[src/rtl/stage_pipe_queue.sv]
// Elastic buffer between two pipeline stages: registered head word, one-cycle
// latency, optional full-queue pass-through when the consumer drains the head.
module stage_pipe_queue #(
   parameter int DATA_WIDTH   = 256,
   parameter int DEPTH        = 2,
   parameter bit BYPASS_READY = 1'b1,
   parameter int COUNT_WIDTH  = $clog2(DEPTH + 1)
) (
   input  logic                   clock,
   input  logic                   reset_n,
   input  logic                   upstream_valid,
   input  logic [DATA_WIDTH-1:0]  upstream_data,
   output logic                   upstream_allow_in,
   output logic                   downstream_valid,
   output logic [DATA_WIDTH-1:0]  downstream_data,
   input  logic                   downstream_allow_in,
   input  logic                   flush,
   output logic [COUNT_WIDTH-1:0] occupancy,
   output logic                   overflow_error
);

   localparam int PTR_W = (DEPTH > 1) ? $clog2(DEPTH) : 1;
   localparam logic [COUNT_WIDTH-1:0] FULL_CNT = COUNT_WIDTH'(DEPTH);
   localparam logic [PTR_W-1:0]       LAST_PTR = PTR_W'(DEPTH - 1);
   localparam logic [6:0]             WD_LIMIT = 7'd64;

   typedef enum logic {EMPTY, HOLDING} state_e;

   state_e                 state_q, state_d;
   logic [COUNT_WIDTH-1:0] count_q, count_d;
   logic [PTR_W-1:0]       wptr_q, wptr_d;
   logic [PTR_W-1:0]       rptr_q, rptr_d;
   logic [6:0]             wd_cnt_q, wd_cnt_d;
   logic                   ovf_q, ovf_d;
   logic [DATA_WIDTH-1:0]  mem_q [DEPTH];

   logic full, push, pop, stall;

   function automatic logic [PTR_W-1:0] next_ptr(input logic [PTR_W-1:0] p);
      return (p == LAST_PTR) ? '0 : p + 1'b1;
   endfunction

   assign full              = (count_q == FULL_CNT);
   assign downstream_valid  = (state_q == HOLDING);
   assign downstream_data   = mem_q[rptr_q];
   assign occupancy         = count_q;
   assign overflow_error    = ovf_q;
   // With BYPASS_READY=0 the second term folds away, leaving a register-only ready.
   assign upstream_allow_in = !full ||
                              (BYPASS_READY && downstream_allow_in && (state_q == HOLDING));

   assign push  = upstream_valid && upstream_allow_in && !flush;
   assign pop   = downstream_valid && downstream_allow_in && !flush;
   assign stall = upstream_valid && !upstream_allow_in && full && !BYPASS_READY;

   always_comb begin
      count_d  = count_q;
      wptr_d   = wptr_q;
      rptr_d   = rptr_q;
      wd_cnt_d = wd_cnt_q;
      ovf_d    = ovf_q;

      if (flush) begin
         count_d = '0;
         wptr_d  = '0;
         rptr_d  = '0;
      end else begin
         if (push) wptr_d = next_ptr(wptr_q);
         if (pop)  rptr_d = next_ptr(rptr_q);
         if (push && !pop)      count_d = count_q + 1'b1;
         else if (pop && !push) count_d = count_q - 1'b1;
      end

      state_d = (count_d != '0) ? HOLDING : EMPTY;

      // Watchdog saturates at its limit; the sticky flag fires on the next stalled cycle.
      if (stall) begin
         if (wd_cnt_q == WD_LIMIT) ovf_d = 1'b1;
         else                      wd_cnt_d = wd_cnt_q + 1'b1;
      end else begin
         wd_cnt_d = '0;
      end
   end

   always_ff @(posedge clock or negedge reset_n) begin
      if (!reset_n) begin
         state_q  <= EMPTY;
         count_q  <= '0;
         wptr_q   <= '0;
         rptr_q   <= '0;
         wd_cnt_q <= '0;
         ovf_q    <= 1'b0;
      end else begin
         state_q  <= state_d;
         count_q  <= count_d;
         wptr_q   <= wptr_d;
         rptr_q   <= rptr_d;
         wd_cnt_q <= wd_cnt_d;
         ovf_q    <= ovf_d;
      end
   end

   always_ff @(posedge clock or negedge reset_n) begin
      if (!reset_n) begin
         for (int i = 0; i < DEPTH; i++) mem_q[i] <= '0;
      end else if (push) begin
         mem_q[wptr_q] <= upstream_data;
      end
   end

endmodule
[config.mk]
export PLATFORM = sky130hd
export DESIGN_NAME = stage_pipe_queue
export DESIGN_NICKNAME = d
export VERILOG_FILES = /design/src/rtl/stage_pipe_queue.sv
export SDC_FILE = /design/constraint.sdc
export NUM_CORES = 1
export LEC_CHECK = 0
export ABC_AREA = 0
export CAP_MARGIN = 30
export CORE_UTILIZATION = 46
export CTS_CLUSTER_SIZE = 10
export DETAILED_ROUTE_END_ITERATION = 8
export PLACE_DENSITY = 0.77
export RECOVER_POWER = 50
export SYNTH_ARGS = -nofsm -noshare
export SYNTH_HDL_FRONTEND = slang
export SYNTH_SLANG_ARGS = --single-unit
[constraint.sdc]
create_clock -name clock -period 2.1 [get_ports clock]
set_clock_uncertainty 0.15 [all_clocks]
set_input_delay 0.21 -clock clock [delete_from_list [all_inputs] [get_ports clock]]
set_output_delay 0.21 -clock clock [all_outputs]
set_load 0.005 [all_outputs]
# Word level (Yosys, flattened, before mapping)
# Index checks and enable logic that the tools add are counted.
# word_totals
word_cells	47
regBits	517
output_inout_bits	261
input_bits	261
# op_classes
mux	16
add_sub_neg	4
n_lt_le_gt_ge	3
reduce_logical	15
bitwise	2
n_eq_ne	1
# ops
cell	count
256-bit two-way mux	4
512-bit bitwise mux	1
256-bit demux with 1-bit select	1
1-bit logical AND	7
1-bit two-way mux	7
2-bit two-way mux	3
2-bit nonzero test	3
2-bit >= comparator (second input constant)	2
1-bit logical NOT	4
1-bit inverter with 2-bit output	2
1-bit adder (second input constant)	2
2-bit by 1-bit adder with 2-bit output (second input constant)	1
2-bit == test (second input constant)	1
2-bit by 1-bit less-than comparator with 1-bit output (second input constant)	1
2-bit by 1-bit subtractor with 2-bit output (second input constant)	1
1-bit logical OR	1

# Logic depth before layout (Yosys ltp)
# logic_depth
depth_word	12
mapped_depth	9

# Worst setup path before layout
# OpenSTA, ideal clock, no wires.
# synth_timing
path_type	flip-flop to flip-flop
from	reg count_q[0], in the netlist occupancy[0]
to	reg mem_q[256] (netlist bit)
slack_ps	-108
period_less_slack_ps	2208
t_arrival_ps	1933
path_stages_with_launch	10
n_path_buf	3
path_cell_list	dfrtp_1 > inv_1 > ha_1 > a21bo_4 > nand2_2 > or3_1 > buf_6 > buf_12 > buf_12 > mux2_4
# synth_between
elab_chain_cells	5
# synth_rtl
element	line	text
start: declaration	30	logic [COUNT_WIDTH-1:0] count_q, count_d;
start signal: assignment	95	count_q <= count_d;
2-bit == test	43	assign full = (count_q == FULL_CNT);
1-bit logical NOT	49	assign upstream_allow_in = !full ||
1-bit logical OR	49	
named net upstream_allow_in	13	output logic upstream_allow_in,
1-bit logical AND (2 in a row)	52	assign push = upstream_valid && upstream_allow_in && !flush;
end signal: indexed assignment	107	mem_q[wptr_q] <= upstream_data;
end: declaration	35	logic [DATA_WIDTH-1:0] mem_q [DEPTH];
# The timed path passes the listed nets, and every way through them passes these cells.
# A chain may end at the register's enable or synchronous reset.

# Worst setup path in the final report
# layout_timing
from	reg rptr_q
to	out downstream_data[124]
# layout_between
elab_chain_cells	4
# layout_rtl
element	line	text
start: declaration	32	logic [PTR_W-1:0] rptr_q, rptr_d;
start signal: assignment	97	rptr_q <= rptr_d;
1-bit inverter with 2-bit output (not written as such)	45	assign downstream_data = mem_q[rptr_q];
256-bit two-way mux (not written as such) (3 in a row)	45	
end: declaration	15	output logic [DATA_WIDTH-1:0] downstream_data,
# Every way passes these cells. The select of a mux whose other input is x is not followed.

==> impl_results.md <==
- Status: finished, violations left
- Failing checks: max-capacitance violations, max-slew violations, negative setup slack
- Clock power share: 22.4%
- Number of global-route vias before repair: 16.0k
- Max VDD drop: 0.876 mV
- P&R area growth vs syn: 35.4%
- Critical Path RT: 1.74 ns
- Register area share after synthesis: 55.2%
- Startpoint class of the critical path: flop
- Die area: 51900 µm²
- WHS: 0.105 ns
- DR iter-0 viols: 462
- Netlist Area Pre-Place: 23400 µm²
- Worst Setup SP: rptr_q
- Clk buf depth: 3
- Largest cells by area after synthesis: dfrtp_1, mux2_2, mux2_4
- Synth area leader: dfrtp_1
- Pre-Repair DR Iteration Count: 4
- Final nets: 2265
- Grt total ovfl: 0
- DRC violations left: 0
- Routability cong.: 0.814
- Worst EP arrival: 2.30 ns
- Critical Path Fanout Max: 18
- CTS tree: done
- Flop pwr share: 40.6%
- HPWL Detailed: 40.1 mm
- CP max stage delay: 0.49 ns
- Combinational power share: 36.9%
- Synth Area per Inst: 16.8 µm²
- Max-slew headroom: -13.3%
- CTS sink cnt: 517
- Final setup vio count: 717
- Chip Height: 228 µm
- Post-DRT Antenna Nets: 0
- Fin worst setup slack: -0.559 ns
- Max cap viols: 1
- Worst-Skew Late Latency: 0.59 ns
- Initial antenna violation count: 5
- Ports: 522
- WS Path Type: flop to output pin
- Htree depth: 2
- Most used cell, CP: buf_12
- Final Cycle Share: 127%
- CP bufs+invs: 3
- Pin count of the biggest net entering global routing: 91
- Final Hold Fails: 0
- Via count: 13.9k
- Hold Crit Class: primary input to flop
- Vias per cell: 5.17
- Num CTS Buffers: 59
- Post-Route WL: 58.0 mm
- Max stage delay cell, worst path: dfrtp_4
- Family with the most delay on the worst path: buffers and inverters
- First-pass GRT wire length: 92.3 mm
- RSZ-0062 raised after global routing: true
- Core region area: 50200 µm²
- Sw Ratio: 26.5%
- Worst r2r src: occupancy[0]
- Min-delay src: upstream_data[48]
- Net switching power: 10.7 mW
- Gr usage total: 22.5%
- Worst Tran Pin Value: 1.70 ns
- P_int: 29.7 mW
- Upper clock frequency limit: 0.376 GHz
- WL/cell: 21.5 µm
- Pins Over Slew Limit: 15
- Port Buf Inserts: 520
- Crit. End Element: output pin
- Initial Util: 46.7%
- Crit path time final: 2.66 ns
- Synthesized Nets: 1660
- Die X: 228 µm
- Cell count after synthesis: 1398
- Pwr Total: 40.4 mW
- Layout cells sized above 1: 50.1%
- Leak: 14.6 nW
- Pwr dens: 1270 nW/µm²
- Yosys warns: 0
- Synth unique cells: 27
- Yosys reg bits: 517
- CTS Root Buffer Type: clkbuf_16
- Post-synth top area share: 55.2%
- Core Rows: 82
- Worst path cell trace: buf_12 > buf_12 > mux2_2 > clkdlybuf4s50_1
- Clk pin slew, worst setup/hold paths: 0.06 ns
## layout make-up
type / count / area [µm²]
Multi-Input combinational cell: 792 / 9930
Timing Repair Buffer: 631 / 6400
Fill cell: 3628 / 18400
Clock buffer: 73 / 1580
Clock inverter: 2 / 38.8
Antenna cell: 4 / 10.0
Inverter: 2 / 7.51
Sequential cell: 517 / 12900
Tap cell: 672 / 841
## kinds of logic after synthesis
| kind of cell | share of synthesized area, % |
|---|---|
| AND/OR/NAND/NOR | 0.251 |
| multiplexers | 40.8 |
| AO/OA/AOI/OAI | 0.240 |
| buffers and inverters | 3.39 |
| adder cells (fa/ha/maj) | 0.0534 |
| XOR/XNOR | 0.112 |
| other | 0.0160 |
| flip-flops | 55.2 |
## per-stage QoR
stage / utilization, % / area [µm²] / instances / setup TNS, ns / setup WS [ns]
6_report: 63.3 / 31700 / 2693 / -116.65 / -0.559
5_1_grt: 63.3 / 31700 / 2693 / -188.85 / -0.645
4_1_cts: 63.3 / 31800 / 2685 / -166.47 / -0.661
3_5_place_dp: 59.7 / 30000 / 2601 / -44.34 / -0.173
3_3_place_gp: 59.7 / 30000 / 2601 / -39.25 / -0.151
2_1_floorplan: - / 23500 / 1398 / -19.96 / -0.0847
## metal layers
| metal | track usage [%] | wire length, µm | vias up |
|---|---|---|---|
| met2 | 38.4 | 29200 | 363 |
| met3 | 5.35 | 3240 | 113 |
| met1 | 27.7 | 23600 | 7248 |
| met4 | 8.42 | 1940 | 2 |
| li1 | - | - | 6201 |
| met5 | 0 | 11 | - |
## what timing repair did
action | 4_1_cts | 5_1_grt
buffers inserted | 6 | 4
hold buffers | 2 | 0
endpoints found under the hold margin | 517 | 0
cloned | 1 | 0
gates resized for setup | 153 | 142
setup endpoints to repair | 690 | 757
## path summary, 6_finish.rpt
check	end	depth (start not counted)	slack [ns]
max in group asynchronous	mem_q[19]	3	-0.02
hold reg to reg	mem_q[20]	1	0.35
setup reg to reg	mem_q[458]	8	-0.11
hold / removal	mem_q[304]	2	0.11
min in group asynchronous	mem_q[161]	3	1.26
setup / recovery	downstream_data[124]	4	-0.56
## flip-flops by register name, indices dropped and copies added (netlist names)
signal / cells
wptr_q: 1
rptr_q: 1
occupancy: 2
mem_q: 512
downstream_valid: 1
## synth_stat cells, drive strengths merged
cell type / instances
a211oi: 2
a21bo: 1
a21oi: 2
buf: 73
clkbuf: 14
conb: 1
dfrtp: 517
ha: 1
inv: 2
mux2: 768
mux2i: 1
nand2: 2
nand2b: 1
nand4: 1
nand4b: 1
nor2: 4
nor2b: 1
o31ai: 2
or3: 1
xnor2: 1
xor2: 2
## power by group through the flow
| stage | sequential, mW | combinational [mW] | clock, mW |
|---|---|---|---|
| after detailed placement | 16.4 | 15.0 | 0 |
| after global routing | 16.9 | 15.9 | 9.68 |
| after global placement | 16.1 | 14.7 | 0 |
| final | 16.4 | 14.9 | 9.07 |
| after floorplan | 15.7 | 8.40 | 0 |
| after CTS | 16.4 | 15.3 | 9.32 |
## cell usage in the layout (no fill, tap or decap), types with 2 or more instances in the layout
cell	n
clkbuf_16	61
dlymetal6s2s_1	18
xor2_1	2
buf_6	24
dfrtp_1	516
mux2_2	474
a211oi_1	2
diode_2	4
clkdlybuf4s15_2	2
inv_1	2
a21oi_1	2
buf_12	38
nor2_1	4
dlygate4sd2_1	20
buf_2	2
clkbuf_4	4
clkdlybuf4s50_1	416
buf_4	52
buf_16	2
clkbuf_8	2
o31ai_1	2
mux2_4	294
clkbuf_2	48
clkbuf_1	12
Power figures use the tool's default switching activity.
